File: config.mk
export PLATFORM = sky130hd
export DESIGN_NAME = rni_rx_lcrd_ctrl
export DESIGN_NICKNAME = d
export VERILOG_FILES = /design/src/rtl/rni_rx_lcrd_ctrl.sv
export SDC_FILE = /design/constraint.sdc
export NUM_CORES = 1
export LEC_CHECK = 0
export CAP_MARGIN = 10
export CELL_PAD_IN_SITES_DETAIL_PLACEMENT = 1
export CELL_PAD_IN_SITES_GLOBAL_PLACEMENT = 1
export CORE_MARGIN = 3
export CORE_UTILIZATION = 33
export DETAILED_ROUTE_END_ITERATION = 6
export PLACE_DENSITY_LB_ADDON = 0.1
export RECOVER_POWER = 50
export SYNTH_ARGS = -nofsm -noshare
export SYNTH_HDL_FRONTEND = slang
export SYNTH_SLANG_ARGS = --single-unit
File: constraint.sdc
create_clock -name clk -period 5.7 [get_ports clk]
set_input_delay 1.14 -clock clk [delete_from_list [all_inputs] [get_ports clk]]
set_output_delay 1.14 -clock clk [all_outputs]
set_load 0.05 [all_outputs]
File: src/rtl/rni_rx_lcrd_ctrl.sv
// RX-channel L-credit controller: issues RXLCRDV in RUN, reclaims credits on drain/return, strips credit-return flits.
// Optional credit-protocol error checking with saturating counters is enabled by defining RNI_LCRD_ERR_CHK_EN.
module rni_rx_lcrd_ctrl #(
  parameter int FLIT_WIDTH     = 128,
  parameter int OPCODE_LSB     = 0,
  parameter int OPCODE_WIDTH   = 4,
  parameter int CRD_MAX        = 15,
  parameter int CRD_CNT_WIDTH  = 4,
  parameter int LL_STATE_WIDTH = 2
) (
  input  logic                      clk,
  input  logic                      rst,
  input  logic [LL_STATE_WIDTH-1:0] rxlink_state,
  input  logic                      rxcrd_en,
  input  logic                      RXFLITV,
  input  logic [FLIT_WIDTH-1:0]     RXFLIT,
  input  logic                      rxbuf_release,
  output logic                      RXLCRDV,
  output logic                      rxcrd_cnt_full,
  output logic                      rxflit_vld,
  output logic [FLIT_WIDTH-1:0]     rxflit
`ifdef RNI_LCRD_ERR_CHK_EN
  ,
  output logic                      lcrd_err
`endif
);

  localparam logic [LL_STATE_WIDTH-1:0] LL_STOP   = {LL_STATE_WIDTH{1'b0}};
  localparam logic [CRD_CNT_WIDTH-1:0]  CRD_MAX_C = CRD_CNT_WIDTH'(CRD_MAX);
  localparam logic [CRD_CNT_WIDTH-1:0]  CNT_ZERO  = {CRD_CNT_WIDTH{1'b0}};
  localparam logic [CRD_CNT_WIDTH-1:0]  CNT_ONE   = {{(CRD_CNT_WIDTH-1){1'b0}}, 1'b1};

  logic [CRD_CNT_WIDTH-1:0] avail_r;
  logic [CRD_CNT_WIDTH-1:0] out_r;
  logic [CRD_CNT_WIDTH-1:0] avail_nxt_s;
  logic [CRD_CNT_WIDTH-1:0] out_nxt_s;
  logic                     stop_s;
  logic                     flit_s;
  logic                     ret_s;
  logic                     fwd_s;
  logic                     issue_s;

  // Classify this cycle's events: credit issue, credit-return flit, protocol flit.
  always_comb begin
    stop_s  = (rxlink_state == LL_STOP);
    flit_s  = RXFLITV & ~stop_s;
    ret_s   = flit_s & (RXFLIT[OPCODE_LSB +: OPCODE_WIDTH] == {OPCODE_WIDTH{1'b0}});
    fwd_s   = flit_s & ~ret_s;
    issue_s = rxcrd_en & (avail_r != CNT_ZERO);
  end

`ifdef RNI_LCRD_ERR_CHK_EN
  localparam int               SW        = CRD_CNT_WIDTH + 2;
  localparam logic [SW-1:0]    CRD_MAX_W = SW'(CRD_MAX);
  localparam logic [SW-1:0]    SW_ONE    = {{(SW-1){1'b0}}, 1'b1};
  localparam logic [SW-1:0]    SW_ZERO   = {SW{1'b0}};

  logic [SW-1:0] avail_sum_s;
  logic [SW-1:0] out_sum_s;
  logic          out_under_s;
  logic          avail_over_s;
  logic          err_set_s;
  logic          lcrd_err_r;

  // Widened single-sum update so overflow/underflow is visible; counters saturate instead of wrapping.
  always_comb begin
    avail_sum_s = {2'b00, avail_r}
                + (ret_s ? SW_ONE : SW_ZERO)
                + (rxbuf_release ? SW_ONE : SW_ZERO)
                - (issue_s ? SW_ONE : SW_ZERO);
    out_sum_s   = {2'b00, out_r}
                + (issue_s ? SW_ONE : SW_ZERO)
                - (flit_s ? SW_ONE : SW_ZERO);
    out_under_s  = out_sum_s[SW-1];
    avail_over_s = (avail_sum_s > CRD_MAX_W);
    if (avail_over_s) begin
      avail_nxt_s = CRD_MAX_C;
    end else begin
      avail_nxt_s = avail_sum_s[CRD_CNT_WIDTH-1:0];
    end
    if (out_under_s) begin
      out_nxt_s = CNT_ZERO;
    end else if (out_sum_s > CRD_MAX_W) begin
      out_nxt_s = CRD_MAX_C;
    end else begin
      out_nxt_s = out_sum_s[CRD_CNT_WIDTH-1:0];
    end
    err_set_s = (RXFLITV & stop_s)
              | (flit_s & (out_r == CNT_ZERO))
              | avail_over_s;
  end

  // Sticky error flag, cleared only by reset.
  always_ff @(posedge clk or posedge rst) begin
    if (rst) begin
      lcrd_err_r <= 1'b0;
    end else if (err_set_s) begin
      lcrd_err_r <= 1'b1;
    end
  end

  assign lcrd_err = lcrd_err_r;
`else
  // Plain modulo counter update; no overflow detection in this build.
  always_comb begin
    avail_nxt_s = avail_r
                + (ret_s ? CNT_ONE : CNT_ZERO)
                + (rxbuf_release ? CNT_ONE : CNT_ZERO)
                - (issue_s ? CNT_ONE : CNT_ZERO);
    out_nxt_s   = out_r
                + (issue_s ? CNT_ONE : CNT_ZERO)
                - (flit_s ? CNT_ONE : CNT_ZERO);
  end
`endif

  // Credit counters: held-locally and outstanding-at-peer.
  always_ff @(posedge clk or posedge rst) begin
    if (rst) begin
      avail_r <= CRD_MAX_C;
      out_r   <= CNT_ZERO;
    end else begin
      avail_r <= avail_nxt_s;
      out_r   <= out_nxt_s;
    end
  end

  // Registered credit and forwarded-flit outputs; payload holds when no protocol flit arrives.
  always_ff @(posedge clk or posedge rst) begin
    if (rst) begin
      RXLCRDV    <= 1'b0;
      rxflit_vld <= 1'b0;
      rxflit     <= {FLIT_WIDTH{1'b0}};
    end else begin
      RXLCRDV    <= issue_s;
      rxflit_vld <= fwd_s;
      if (fwd_s) begin
        rxflit <= RXFLIT;
      end
    end
  end

  assign rxcrd_cnt_full = (avail_r == CRD_MAX_C);

endmodule
==> results of run 1 <==
[cells in the mapped netlist]
cell type	number
a21o_1	1
a21oi_1	1
a31oi_1	1
and3_1	1
buf_12	11
buf_2	1
buf_6	2
dfrtp_1	130
dfstp_2	4
fa_1	2
ha_1	5
inv_1	8
mux2_2	19
mux2_4	109
nor2_2	1
nor4_2	1
o211a_1	1
o21ai_0	1
xor2_1	2
[worst reg2reg max path, stage by stage, from the launching register on]
cell and delay (ns):
dfstp_2 0.53, inv_1 0.06, ha_1 0.21, a31oi_1 0.23, ha_1 0.15, inv_1 0.05, fa_1 0.44, fa_1 0.41
xor2_1 0.16
[registers in the layout, summed over array words and instances (netlist names)]
register and cells:
RXLCRDV 1, rxflit_vld 1, avail_r 4, rxflit 128
[per-stage QoR]
stage	instances	total power, uW	hold slack, ns	cell area, um^2	util (%)
6_report	808	3530	0.481	8740	52.3
5_1_grt	808	3700	0.505	8740	52.3
4_1_cts	807	3640	0.511	9000	53.9
3_5_place_dp	775	2490	0.494	8390	50.2
3_3_place_gp	775	2460	0.490	8390	50.2
2_1_floorplan	301	2040	0.537	5670	-
[area by class of cell]
cell class              count  area, um^2
fillers                  1643        7960
well taps                 220         275
diodes                      1        2.50
clock buffers              23         488
clock inverters             9         123
repair buffers            268        2670
inverters                   8        33.8
flip-flops and latches    134        3360
multi-input cells         145        1790
[where the power goes]
group	total [uW]	internal [uW]	leakage (uW)	switching (uW)
logic	1200	483	0.00186	722
registers	1200	1120	0.00156	80.0
clock network	1130	731	0.000303	396
[how the worst min path moves through the flow]
stage	from	to	cells past startpoint
after floorplan	avail_r[0]	RXLCRDV	2
after global placement	rxflit[35]	rxflit[35]	1
after detailed placement	rxflit[62]	rxflit[62]	1
after CTS	rxflit[50]	rxflit[50]	1
after global routing	rxflit[18]	rxflit[18]	1
final	rxflit[18]	rxflit[18]	1
[cells in the final DEF (no fill, tap or decap), types with 2 or more instances in the layout]
| master | netlist | final |
|---|---|---|
| clkbuf_16 | 0 | 17 |
| ha_1 | 5 | 5 |
| mux2_4 | 109 | 46 |
| dfrtp_1 | 130 | 130 |
| clkbuf_1 | 0 | 2 |
| clkdlybuf4s50_1 | 0 | 263 |
| inv_1 | 8 | 7 |
| dfstp_2 | 4 | 4 |
| clkinv_2 | 0 | 5 |
| clkinvlp_4 | 0 | 2 |
| mux2_2 | 19 | 19 |
| fa_1 | 2 | 2 |
| xor2_1 | 2 | 2 |
| clkbuf_2 | 0 | 2 |
| bufinv_16 | 0 | 3 |
| mux2_1 | 0 | 63 |
| dlygate4sd3_1 | 0 | 2 |
| clkbuf_8 | 0 | 4 |
[routing by layer]
metal / wire (um) / vias up / global-route usage, %
met2: 7740 / 155 / 27.4
li1: - / 1594 / -
met1: 5880 / 1794 / 18.9
met5: 0 / - / 0
met3: 1180 / 16 / 6.69
met4: 229 / 0 / 5.49
[cells by family after synthesis]
kind of cell	Yosys count	share of synthesized area (%)
adder cells (fa/ha/maj)	7	1.81
XOR/XNOR	2	0.309
AND/OR/NAND/NOR	3	0.442
multiplexers	128	32.7
buffers and inverters	22	4.90
flip-flops	134	59.3
AO/OA/AOI/OAI	5	0.596
==> results.ini, run 1 <==
[worst_setup_path]
endpoint_kind=register
cp_top_family=buffers and inverters
cp_cell_sequence=clkdlybuf4s50_1 > nor4_1 > nor2_4 > clkbuf_2 > mux2_4
slowest_stage=clkbuf_2
slowest_delay_ns=1.04
required_ns=5.98
reg2reg_depth=8
reg2reg_from=avail_r[2]
r2r_setup_slack_ns=3.39
start_kind=input port
cp.depth=5
critPathArrivalTime_ns=4.02
critPathKind=in2reg
crit_start=RXFLIT[1]
r2r-end=avail_r[2]
crit_path_end=rxflit[53]
crit_fanout=64
critPathBufInv=2

[clock_tree]
clock_sinks=134
cts_hold_buf=0
numCtsBuffers=17
cts_max_path_buffers=2
cts-htree-levels=4
ctsResizeCount=0
clk_pin_slew_ns=0.05
tritoncts=built
post_cts_buffers=0
worst_skew_pair.late_latency_ns=0.41
clockRootBuffer=clkbuf_16

[floorplan]
rows=47
io_pins=266
dieArea_mm2=0.0188
dieHeight_um=137
initial_core_util_pct=33.9
core_mm2=0.0167
die_w_um=137

[finish]
fin_nets=716
areaGrowthSynthToFinish_pct=54.3
drive_gt1_share_pct=17.7

[yosys]
syn-cell-area_mm2=0.00567
syn_nets=443
netlist.area_leader.share_pct=57.4
synth_top_cell_by_area=dfrtp_1
synth-seq-cells=134
synth_seq_area_share_pct=59.3
avgSynthCellArea_um2=18.8
ys_warn_count=0
yosysUniqueCellTypes=19
synth_cells=301
synth_area_leaders=dfrtp_1 57%, mux2_4 29%, buf_12 3.9%, mux2_2 3.8%, dfstp_2 1.9%

[timing]
setup_viol=0
fmax_ghz=0.267
hold_viol=0
rsz0062_at_grt=no
final_max_slew_viol_count=233
fin_crit_ns=3.74
maxSlewHeadroom_pct=-50.1
worst_pin_slew_ns=2.25
finalClockSkew_ns=0.00436
setup_ws_ns=1.96
finalSetupTns_ns=0
min_period_over_period_pct=65.6

[route]
vias=3559
wl_per_cell_um=18.6
drt-initial-drc-count=93
drt_wl_total_um=15000
ant_nets=0
first_pass_iters=4
via_per_inst=4.40
drc_errors=0

[grt]
antenna_found_initial=1
grt_pass1_vias=4051
grt_pass1_wl_um=23000
grt_max_degree=102
grt_use_total_pct=16.3
overflow=0

[place]
dp_hpwl_um=10700
io_buffers=265
dp_slack_ns=2.36
gp_congestion=0.722

[worst_hold_path]
hold_class=reg2reg

[pwr]
power.density_mw_per_mm2=404
p_leak_uw=0.00373
peakVddDrop_mv=0.206

[flow_run]
cap_violations=3

[run_status]
violations=capacitance limit, slew limit
status=finished, violations left

No activity file was read; power rests on OpenSTA's default activity.
==> run 2, diff against run 1 <==
- clock period: 5.7 -> 3.8 ns (I/O delays scaled with it)
==> results.ini, run 2 (same netlist as run 1, synthesis figures left out) <==
[grt]
grt_pass1_vias=4068  ; was 4051
grt_pass1_wl_um=23300  ; was 23000 um
grt_use_total_pct=16.4  ; was 16.3%
antenna_found_initial=0  ; was 1
grt_max_degree=135  ; was 102
overflow=0  ; unchanged

[worst_setup_path]
cp_top_family=buffers and inverters  ; unchanged
cp_cell_sequence=ha_1 > and3_1 > clkdlybuf4s50_1  ; was clkdlybuf4s50_1 > nor4_1 > nor2_4 > clkbuf_2 > mux2_4
critPathArrivalTime_ns=2.10  ; was 4.02 ns
critPathKind=reg2out  ; was in2reg
endpoint_kind=output port  ; was register
start_kind=register  ; was input port
slowest_delay_ns=0.84  ; was 1.04 ns
slowest_stage=clkdlybuf4s50_1  ; was clkbuf_2
critPathBufInv=1  ; was 2
crit_fanout=2  ; was 64
required_ns=3.04  ; was 5.98 ns

[place]
gp_congestion=0.730  ; was 0.722
dp_hpwl_um=10900  ; was 10700 um
place_area_mm2=0.00841  ; was 0.00839 mm^2
io_buffers=265  ; unchanged

[finish]
top_register=rxflit  ; unchanged
fin_area_mm2=0.00875  ; was 0.00874 mm^2
final_common_cell=clkdlybuf4s50_1  ; unchanged
largest_reg_flops=128  ; unchanged
fin_nets=716  ; unchanged
reg.largest.list=rxflit: 128 flops, avail_r: 4 flops  ; unchanged
drive_gt1_share_pct=19.1  ; was 17.7%
areaGrowthSynthToFinish_pct=54.5  ; was 54.3%
final_cell_mix=263 x clkdlybuf4s50_1, 130 x dfrtp_1, 58 x mux2_4, 51 x mux2_1, 19 x mux2_2  ; was 263 x clkdlybuf4s50_1, 130 x dfrtp_1, 63 x mux2_1, 46 x mux2_4, 19 x mux2_2
fillers=1638  ; was 1643

[clock_tree]
ctsResizeCount=0  ; unchanged
post_cts_buffers=0  ; unchanged
cts_max_path_buffers=2  ; unchanged
clk_pin_slew_ns=0.06  ; was 0.05 ns
clockRootBuffer=clkbuf_16  ; unchanged
tritoncts=built  ; unchanged
cts_hold_buf=0  ; unchanged
numCtsBuffers=17  ; unchanged
worst_skew_pair.late_latency_ns=0.41  ; about the same
clock_sinks=134  ; unchanged
cts-htree-levels=4  ; unchanged

[route]
first_pass_iters=4  ; unchanged
ant_nets=0  ; unchanged
drc_errors=0  ; unchanged
drt-initial-drc-count=119  ; was 93
via_per_inst=4.42  ; was 4.40
vias=3572  ; was 3559
drt_wl_total_um=15100  ; was 15000 um
wl_per_cell_um=18.7  ; was 18.6 um

[timing]
setup_viol=0  ; unchanged
hold_viol=0  ; unchanged
fmax_ghz=0.350
finalSetupTns_ns=0  ; unchanged
worst_pin_slew_ns=1.84  ; was 2.25 ns
rsz0062_at_grt=no  ; unchanged
min_period_over_period_pct=75.2
maxSlewHeadroom_pct=-22.4  ; was -50.1%
final_max_slew_viol_count=135  ; was 233
finalClockSkew_ns=0.00190  ; was 0.00436 ns
fin_crit_ns=2.86

[worst_hold_path]
hold_class=reg2reg  ; unchanged

[pwr]
internal_power_uw=3330  ; was 2330 uW
power.density_mw_per_mm2=588  ; was 404 mW/mm^2
p_leak_uw=0.00374  ; was 0.00373 uW
swShare_pct=35.2  ; was 33.9%
p_sw_uw=1810  ; was 1200 uW
p_seq_share_pct=34.9  ; was 33.9%
combPwrFrac_pct=35.3  ; was 34.1%
peakVddDrop_mv=0.300  ; was 0.206 mV
p_clk_share_pct=29.8  ; was 31.9%

[floorplan]
core_mm2=0.0167  ; unchanged
rows=47  ; unchanged
dieArea_mm2=0.0188  ; unchanged
initial_core_util_pct=33.9  ; unchanged
die_w_um=137  ; unchanged
dieHeight_um=137  ; unchanged
io_pins=266  ; unchanged

[flow_run]
cap_violations=1  ; was 3

[run_status]
status=finished, violations left  ; unchanged
violations=capacitance limit, slew limit  ; unchanged

## run 2: cell count changes in the layout (fill, tap and decap cells not counted), moves of 3 or more
cell,change
mux2_4,+12
clkbuf_1,+3
clkinvlp_4,+3
mux2_1,-12
## run 2: worst paths after layout
check,cells after the start,end,startpoint,slack [ns]
setup reg to reg,9,avail_r[3],avail_r[2],1.47
setup / recovery,3,rxcrd_cnt_full,avail_r[2],0.94
max in group asynchronous,3,rxflit[75],rst,1.15
hold reg to reg,1,rxflit[75],rxflit[75],0.48
min in group asynchronous,3,rxflit[49],rst,1.55
hold / removal,1,rxflit[75],rxflit[75],0.48
## run 2: routing by layer
metal	track usage (%)	share of wire [%]
met3	7.98	11
met2	27.3	52
met1	18.3	36
met5	0	0
met4	5.49	1.3
## run 2: power groups by stage
stage                     registers, uW  clock network, uW  logic [uW]
after floorplan                    2530                  0         529
after global placement             1810                  0        1890
after detailed placement           1820                  0        1910
after CTS                          1800               1580        1920
after global routing               1830               1650        1910
final                              1790               1530        1820
## run 2: through the flow
stage	power [uW]	utilization [%]	cells	hold WS, ns	setup slack (ns)
final	5140	52.4	808	0.484	0.944
after detailed placement	3740	50.4	775	0.495	1.05
after global routing	5390	52.4	807	0.501	0.753
after global placement	3700	50.4	775	0.491	1.13
after floorplan	3060	-	301	0.537	1.38
after CTS	5300	53.7	807	0.511	0.918
## run 2: cell type report
type / count / area [um^2] / share of cell area [%]
Antenna cell: 1 / 2.50 / 0.0286
Clock buffer: 24 / 472 / 5.39
Clock inverter: 8 / 75.1 / 0.858
Inverter: 8 / 33.8 / 0.386
Multi-Input combinational cell: 145 / 1840 / 21.0
Sequential cell: 134 / 3360 / 38.4
Tap cell: 220 / 275 / 3.14
Timing Repair Buffer: 268 / 2700 / 30.8
## run 2: worst reg2reg max path, cell delays in order (launching register included)
cell,delay (ns)
dfstp_1,0.54
inv_1,0.07
ha_1,0.22
a31oi_1,0.21
ha_1,0.15
inv_1,0.05
fa_1,0.45
a21o_1,0.21
a21oi_1,0.19
xor2_1,0.18
